**src/rtl/serial_multiplier_param.sv**
```systemverilog
// ---------------------------------------------------------------------------
// serial_multiplier_param
//
// Shift-and-add multiplier producing a 2*WIDTH-bit product from two WIDTH-bit
// operands, one bit of the multiplier per clock. Unsigned or two's-complement
// mode is chosen per operation. The operands and the mode are captured on the
// accepting edge. The result appears exactly WIDTH cycles later.
//
// Parameters
//   WIDTH      operand width in bits (>= 2)
//   SIGNED_EN  1: is_signed is honoured; 0: every operation is unsigned
//
// Ports
//   clk           in   rising-edge clock
//   reset         in   synchronous, active-high reset
//   Enable        in   start request, sampled only in IDLE or DONE
//   is_signed     in   1 = two's-complement operands (sampled with Enable)
//   multiplicant  in   operand M (sampled with Enable)
//   multiplier    in   operand Q (sampled with Enable)
//   product       out  result register, updated only on completion
//   busy          out  high while an operation runs
//   done          out  high from completion until next accepted start/reset
//   o_state       out  current FSM state (debug visibility)
//
// Handshake: a start is accepted on any rising edge where Enable=1 and busy=0
// (state IDLE or DONE). Enable while busy=1 is ignored and is not queued.
// ---------------------------------------------------------------------------
module serial_multiplier_param #(
  parameter int WIDTH     = 8,
  parameter bit SIGNED_EN = 1'b1
) (
  input  logic                 clk,
  input  logic                 reset,
  input  logic                 Enable,
  input  logic                 is_signed,
  input  logic [WIDTH-1:0]     multiplicant,
  input  logic [WIDTH-1:0]     multiplier,
  output logic [2*WIDTH-1:0]   product,
  output logic                 busy,
  output logic                 done,
  output logic [1:0]           o_state
);

  localparam int CW = (WIDTH > 2) ? $clog2(WIDTH) : 1;
  localparam logic [CW-1:0] LAST_CNT = CW'(WIDTH - 1);

  typedef enum logic [1:0] {
    ST_IDLE = 2'd0,
    ST_RUN  = 2'd1,
    ST_DONE = 2'd2
  } state_t;

  state_t            r_state;
  logic [WIDTH:0]    r_a;      // partial product, one guard bit
  logic [WIDTH-1:0]  r_q;      // multiplier bits, product low half shifts in
  logic [WIDTH-1:0]  r_m;      // latched multiplicand
  logic [CW-1:0]     r_count;
  logic              r_mode;   // 1 = signed operation

  logic              w_last;
  logic [WIDTH+1:0]  w_a_x;    // A extended by one bit to catch the carry/sign
  logic [WIDTH+1:0]  w_m_x;    // ext(M), widened to the same size
  logic [WIDTH+1:0]  w_sum;
  logic [WIDTH:0]    w_a_next;
  logic [WIDTH-1:0]  w_q_next;

  assign w_last = (r_count == LAST_CNT);

  // In signed mode both terms are sign-extended, so bit WIDTH+1 of the sum is
  // the true sign. In unsigned mode it is the carry-out. In either case it
  // is the bit that enters A's MSB on the right shift.
  assign w_a_x = {r_mode & r_a[WIDTH], r_a};
  assign w_m_x = {{2{r_mode & r_m[WIDTH-1]}}, r_m};

  always_comb begin
    w_sum = w_a_x;
    if (r_q[0]) begin
      // The multiplier MSB carries weight -2^(WIDTH-1) in two's complement,
      // so the final iteration subtracts instead of adding.
      if (w_last && r_mode) w_sum = w_a_x - w_m_x;
      else                  w_sum = w_a_x + w_m_x;
    end
  end

  assign w_a_next = w_sum[WIDTH+1:1];
  assign w_q_next = {w_sum[0], r_q[WIDTH-1:1]};

  assign o_state = r_state;

  always_ff @(posedge clk) begin
    if (reset) begin
      r_state <= ST_IDLE;
      r_a     <= '0;
      r_q     <= '0;
      r_m     <= '0;
      r_count <= '0;
      r_mode  <= 1'b0;
      product <= '0;
      busy    <= 1'b0;
      done    <= 1'b0;
    end else begin
      case (r_state)
        ST_IDLE, ST_DONE: begin
          if (Enable) begin
            r_m     <= multiplicant;
            r_q     <= multiplier;
            r_mode  <= is_signed & SIGNED_EN;
            r_a     <= '0;
            r_count <= '0;
            busy    <= 1'b1;
            done    <= 1'b0;
            r_state <= ST_RUN;
          end
        end
        ST_RUN: begin
          r_a     <= w_a_next;
          r_q     <= w_q_next;
          r_count <= r_count + CW'(1);
          if (w_last) begin
            product <= {w_a_next[WIDTH-1:0], w_q_next};
            busy    <= 1'b0;
            done    <= 1'b1;
            r_state <= ST_DONE;
          end
        end
        default: r_state <= ST_IDLE;
      endcase
    end
  end

endmodule

```
**config.mk**
```make
export PLATFORM = sky130hd
export DESIGN_NAME = serial_multiplier_param
export DESIGN_NICKNAME = d
export VERILOG_FILES = /design/src/rtl/serial_multiplier_param.sv
export SDC_FILE = /design/constraint.sdc
export NUM_CORES = 1
export LEC_CHECK = 0
export ABC_AREA = 1
export ABC_CLOCK_PERIOD_IN_PS = 2200
export BUFFER_PORTS_ARGS = -buffer_cell sky130_fd_sc_hd__buf_4
export CAP_MARGIN = 20
export CELL_PAD_IN_SITES_DETAIL_PLACEMENT = 1
export CELL_PAD_IN_SITES_GLOBAL_PLACEMENT = 1
export CORE_ASPECT_RATIO = 2
export CORE_MARGIN = 8
export CORE_UTILIZATION = 37
export DETAILED_ROUTE_END_ITERATION = 10
export PLACE_DENSITY_LB_ADDON = 0.1
export SLEW_MARGIN = 10
export SYNTH_ARGS = -nofsm -noshare
export SYNTH_HDL_FRONTEND = slang
export SYNTH_SLANG_ARGS = --single-unit
```
**constraint.sdc**
```tcl
create_clock -name clk -period 2.2 [get_ports clk]
set_clock_uncertainty 0.1 [all_clocks]
set_input_delay 0.55 -clock clk [delete_from_list [all_inputs] [get_ports clk]]
set_output_delay 0.55 -clock clk [all_outputs]
set_load 0.01 [all_outputs]
```
; ---- After elaboration in Yosys (flattened, before gate mapping)
; Index checks and enable logic that the tools add are counted.
[totals]
output_inout_bits = 20
regBits = 49
input_bits = 20
[op_classes]
n_eq_ne = 5
reduce_logical = 9
bitwise_logic = 2
mux = 17
add_sub_neg = 3
[ops]
columns = operator, count
row1 = 10-bit 2-to-1 mux, 2
row2 = 9-bit case mux with 2 select lines, 1
row3 = 8-bit case mux with 2 select lines, 1
row4 = 10-bit adder, 1
row5 = 10-bit subtractor, 1
row6 = 9-bit 2-to-1 mux, 1
row7 = 8-bit 2-to-1 mux, 1
row8 = 2-bit AND reduction, 4
row9 = 3-bit case mux with 2 select lines, 1
row10 = 1-bit 2-to-1 mux, 4
row11 = 2-bit 2-to-1 mux, 2
row12 = 2-bit inequality test (second input constant), 2
row13 = 1-bit case mux with 2 select lines, 2
row14 = 2-bit case mux with 2 select lines, 1
row15 = 3-bit by 1-bit adder with 3-bit output (second input constant), 1
row16 = 3-bit == test (second input constant), 1
row17 = 3-bit 2-to-1 mux, 1
row18 = 3-bit AND reduction, 1
row19 = 1-bit AND, 2
row20 = 2-bit by 1-bit == test with 1-bit output (second input constant), 1
row21 = 2-bit == test (second input constant), 1
row22 = 2-bit zero test, 1
row23 = 2-bit nonzero test, 1
row24 = 2-bit OR reduction, 1
row25 = 1-bit logical AND, 1

; ---- Longest topological paths before layout
[depth]
word_depth = 5
mapped_depth = 21

; ---- Worst setup path after synthesis
; Ideal clock, no wire load.
[synth_path]
path_type = register -> register
start = reg r_count[0]
end = reg product[15]
setup_time_ns = 0.108
stages_incl_launch_ff = 17
period_less_slack_ns = 2.430
slack_ns = -0.230
required_ns = 1.992
arrival_ns = 2.222
path_cell_list = dfxtp_1 ha_1 ha_1 nand2_4 nand2_2 nand2_1 xor2_1 inv_1 ha_1 a21o_1 a31oi_1 nand2_1 nand2_1 nand3_1 nand2_1 a21o_1 inv_1
[synth_via]
elab_chain_cells = 4
[synth_lines]
columns = element, line_no
row1 = from (decl), 57  ; logic [CW-1:0] r_count;
row2 = from (signal assigned), 118  ; r_count <= r_count + CW'(1);
row3 = 3-bit == test (*), 67  ; assign w_last = (r_count == LAST_CNT);
row4 = 1-bit logical AND, 80  ; if (w_last && r_mode) w_sum = w_a_x - w_m_x;
row5 = 10-bit 2-to-1 mux, 80
row6 = 10-bit 2-to-1 mux, 77  ; if (r_q[0]) begin
row7 = to (signal assigned), 120  ; product <= {w_a_next[WIDTH-1:0], w_q_next};
row8 = to (decl), 38  ; output logic [2*WIDTH-1:0] product,
; Every way passes the cells marked *; elsewhere a longest branch is shown, timed or not.
; A chain may end at the register's enable or synchronous reset.

; ---- Worst setup path in the final report
[layout_path]
start = reg r_count[0]
end = reg product[12]
; The elaborated chain is that of the path after synthesis.

==> flow_metrics.py <==
metrics = {
    "logic_synthesis": {
        "yosysWarnings": 0,
        "synth_nets": 389,
        "ys.flop_type": "dfxtp_1",
        "synth_area_per_cell_um2": 7.49,
        "synthesis.area_mm2": 0.00267,
        "async_flop_share_pct": 0,
        "synth_seq_area_share_pct": 36.8,
        "synth_edf_count": 0,
        "ys_ff_latch": 49,
        "syn_inst": 356,
        "synth.distinct_cells": 38,
    },
    "layout": {
        "diodes": 0,
        "fill_cells": 857,
        "syn_to_final_growth_pct": 40.8,
        "final_area_mm2": 0.00375,
        "drive_gt1_share_pct": 42.7,
        "fin_nets": 458,
    },
    "die": {
        "dieArea_mm2": 0.0103,
        "start_util_pct": 37.5,
        "io_pins": 40,
        "die_h_um": 136,
        "chipWidth_um": 76.0,
        "coreArea_mm2": 0.00710,
        "num_rows": 44,
    },
    "global_route": {
        "grt_pass1_vias": 2875,
        "grt-ovfl-total": 0,
        "groute.usage.overall_pct": 16.0,
        "grt_max_degree": 25,
        "grt_pass1_wl_um": 13500,
        "antenna_found_initial": 0,
    },
    "timing": {
        "period_share_pct": 115,
        "finalHoldViolations": 0,
        "rsz0062_at_grt": "true",
        "fin_setup_tns_ns": -3.52,
        "fmax_mhz": 395,
        "setup_viol": 15,
        "min_period_ns": 2.53,
        "worst_pin_slew_ns": 0.505,
        "slew_headroom_pct": 66.3,
        "final_max_slew_viol_count": 0,
        "finalWorstSetupSlack_ns": -0.333,
    },
    "job": {
        "cap_violations": 0,
    },
    "route": {
        "route.detailed.drc": 0,
        "wl_met1_um": 3230,
        "wire_per_inst_um": 16.0,
        "met3_length_um": 201,
        "vias": 2594,
        "first_pass_iters": 4,
        "dr.max_layer_used": "met4",
        "final_antenna_net_count": 0,
        "via_per_inst": 5.01,
        "wl_um": 8300,
        "dr_wl_met2_um": 4660,
        "drt_iter0_markers": 115,
    },
    "clocking": {
        "ctsHoldBuffers": 0,
        "cts_tree": "yes",
        "cts_made_buffers": 5,
        "clock_sinks": 49,
        "clock-root-buffer": "clkbuf_16",
        "insertion_delay_ns": 0.29,
        "h-tree-depth": 2,
        "clk_pin_slew_worst_paths_ns": 0.07,
        "clock_tree.buffer_depth": 2,
    },
    "pwr": {
        "p_per_area_mw_per_mm2": 687,
        "leakagePower_nw": 1.68,
        "ir_drop_uv": 410,
    },
    "placement": {
        "io_buffer_count": 39,
        "gp_congestion": 0.875,
        "hpwlAfterDp_um": 5900,
        "postPlaceCellArea_mm2": 0.00331,
        "pre_cts_slack_ns": -0.334,
    },
    "worst_setup_path": {
        "cp.arrival_ns": 2.63,
        "startpoint_type": "flip-flop",
        "end_kind": "flip-flop",
        "worst_ep_required_time_ns": 2.29,
        "crit_path_start": "r_count[0]$_SDFFE_PP0P_",
        "worstSetupPathType": "flip-flop to flip-flop",
        "critPathMaxFanout": 5,
        "r2r-start": "r_count[0]$_SDFFE_PP0P_",
    },
    "worst_hold_path": {
        "hold_class": "flip-flop to flip-flop",
        "min_from": "done$_SDFFE_PP0P_",
    },
    "run_status": {
        "violations": "setup timing",
        "outcome": "complete, but fails checks",
    },
}
cell usage after synthesis (4+ instances only):
cell	instances	area, um2
inv_2	8	30.0
inv_1	36	135
or2_2	4	25.0
nor3_1	4	20.0
clkbuf_1	6	22.5
dfxtp_1	49	981
nor2_1	33	124
o21ai_0	26	130
nand2_2	7	43.8
xor2_1	8	70.1
o221ai_1	6	52.6
nand2_1	68	255
nand3_1	13	65.1
ha_1	12	150
buf_2	5	25.0
a21oi_1	29	145
metal layers:
| metal | GRT usage [%] | vias to the layer above |
|---|---|---|
| li1 | - | 1296 |
| met1 | 16.5 | 1249 |
| met2 | 30.1 | 37 |
| met3 | 2.85 | 12 |
| met4 | 7.58 | 0 |
| met5 | 0 | - |
stage by stage:
| step | hold WS, ns | instances | utilization, % | power [mW] |
|---|---|---|---|---|
| 3_5_place_dp | 0.355 | 500 | 46.5 | 1.64 |
| 4_1_cts | 0.375 | 515 | 50.7 | 2.50 |
| 3_3_place_gp | 0.346 | 500 | 46.5 | 1.61 |
| 2_1_floorplan | 0.337 | 356 | - | 1.41 |
| 5_1_grt | 0.391 | 518 | 52.8 | 2.71 |
| 6_report | 0.372 | 518 | 52.8 | 2.58 |
registers in the layout, summed over array words and instances, names as in the netlist:
| register | flops |
|---|---|
| product | 16 |
| r_a | 9 |
| r_m | 8 |
| r_q | 8 |
| r_count | 3 |
| o_state | 2 |
| busy | 1 |
| done | 1 |
| r_mode | 1 |
report_power, final:
part	internal [mW]	switching (mW)	leakage (nW)
clock network	0.424	0.358	0.0702
registers	0.930	0.0514	0.401
logic	0.386	0.426	1.21
worst max-delay path, stage by stage (launching register included):
cell and delay (ns):
dfxtp_2 0.34, ha_4 0.16, ha_4 0.17, nand2_8 0.08, buf_4 0.13, nand2_2 0.06, xor2_2 0.22, ha_4 0.25
nand2_1 0.08, nand2_2 0.08, nand2_2 0.07, nand2_2 0.06, a21oi_2 0.13, xor2_1 0.16, nand2_1 0.08, nand2_1 0.08
nand2_1 0.07, o211ai_2 0.08, inv_2 0.04
layout by cell type, fill, tap and decap left out, types with 4 or more instances in the layout:
master | Yosys | final
a21oi_1 | 29 | 25
dfxtp_1 | 49 | 45
clkbuf_16 | 0 | 5
ha_4 | 0 | 9
or2_2 | 4 | 4
inv_2 | 8 | 17
o221ai_1 | 6 | 6
buf_4 | 0 | 75
nand2_2 | 7 | 16
nand3_1 | 13 | 7
a21oi_2 | 3 | 5
nor2_1 | 33 | 30
nor2_2 | 2 | 5
nand3_2 | 3 | 9
o21ai_0 | 26 | 22
xor2_1 | 8 | 5
nand2_4 | 2 | 4
inv_1 | 36 | 27
dfxtp_2 | 0 | 4
nand2_1 | 68 | 56
o21ai_2 | 3 | 4
cell families after synthesis:
family                   after synthesis  share of synthesized area [%]
AND/OR/NAND/NOR                      141                           24.2
AO/OA/AOI/OAI                         83                           18.9
buffers and inverters                 60                           10.4
flip-flops                            49                           36.8
adder cells (fa/ha/maj)               13                           6.38
XOR/XNOR                              10                           3.29
worst paths after layout:
path                              endpoint  slack (ns)  depth (start not counted)
setup reg to reg  product[12]$_SDFFE_PP0P_       -0.33                         18
hold reg to reg          done$_SDFFE_PP0P_        0.37                          2
setup / recovery  product[12]$_SDFFE_PP0P_       -0.33                         18
hold / removal           done$_SDFFE_PP0P_        0.37                          2
repair_timing:
action / 4_1_cts / 5_1_grt
endpoints found under the hold margin: 0 / 0
setup buffers: 7 / 3
resized for setup: 28 / 30
endpoints found under the setup margin: 17 / 17
pin swaps: 22 / 27
cell type report:
class	count	area [um2]	area share, %
timing repair buffer	78	606	16.1
clock buffer	5	125	3.34
clock inverter	3	21.3	0.567
sequential	49	986	26.3
multi-input combinational	247	1730	46.2
inverter	44	165	4.40
tap	92	115	3.07
Power figures use the tool's default switching activity.
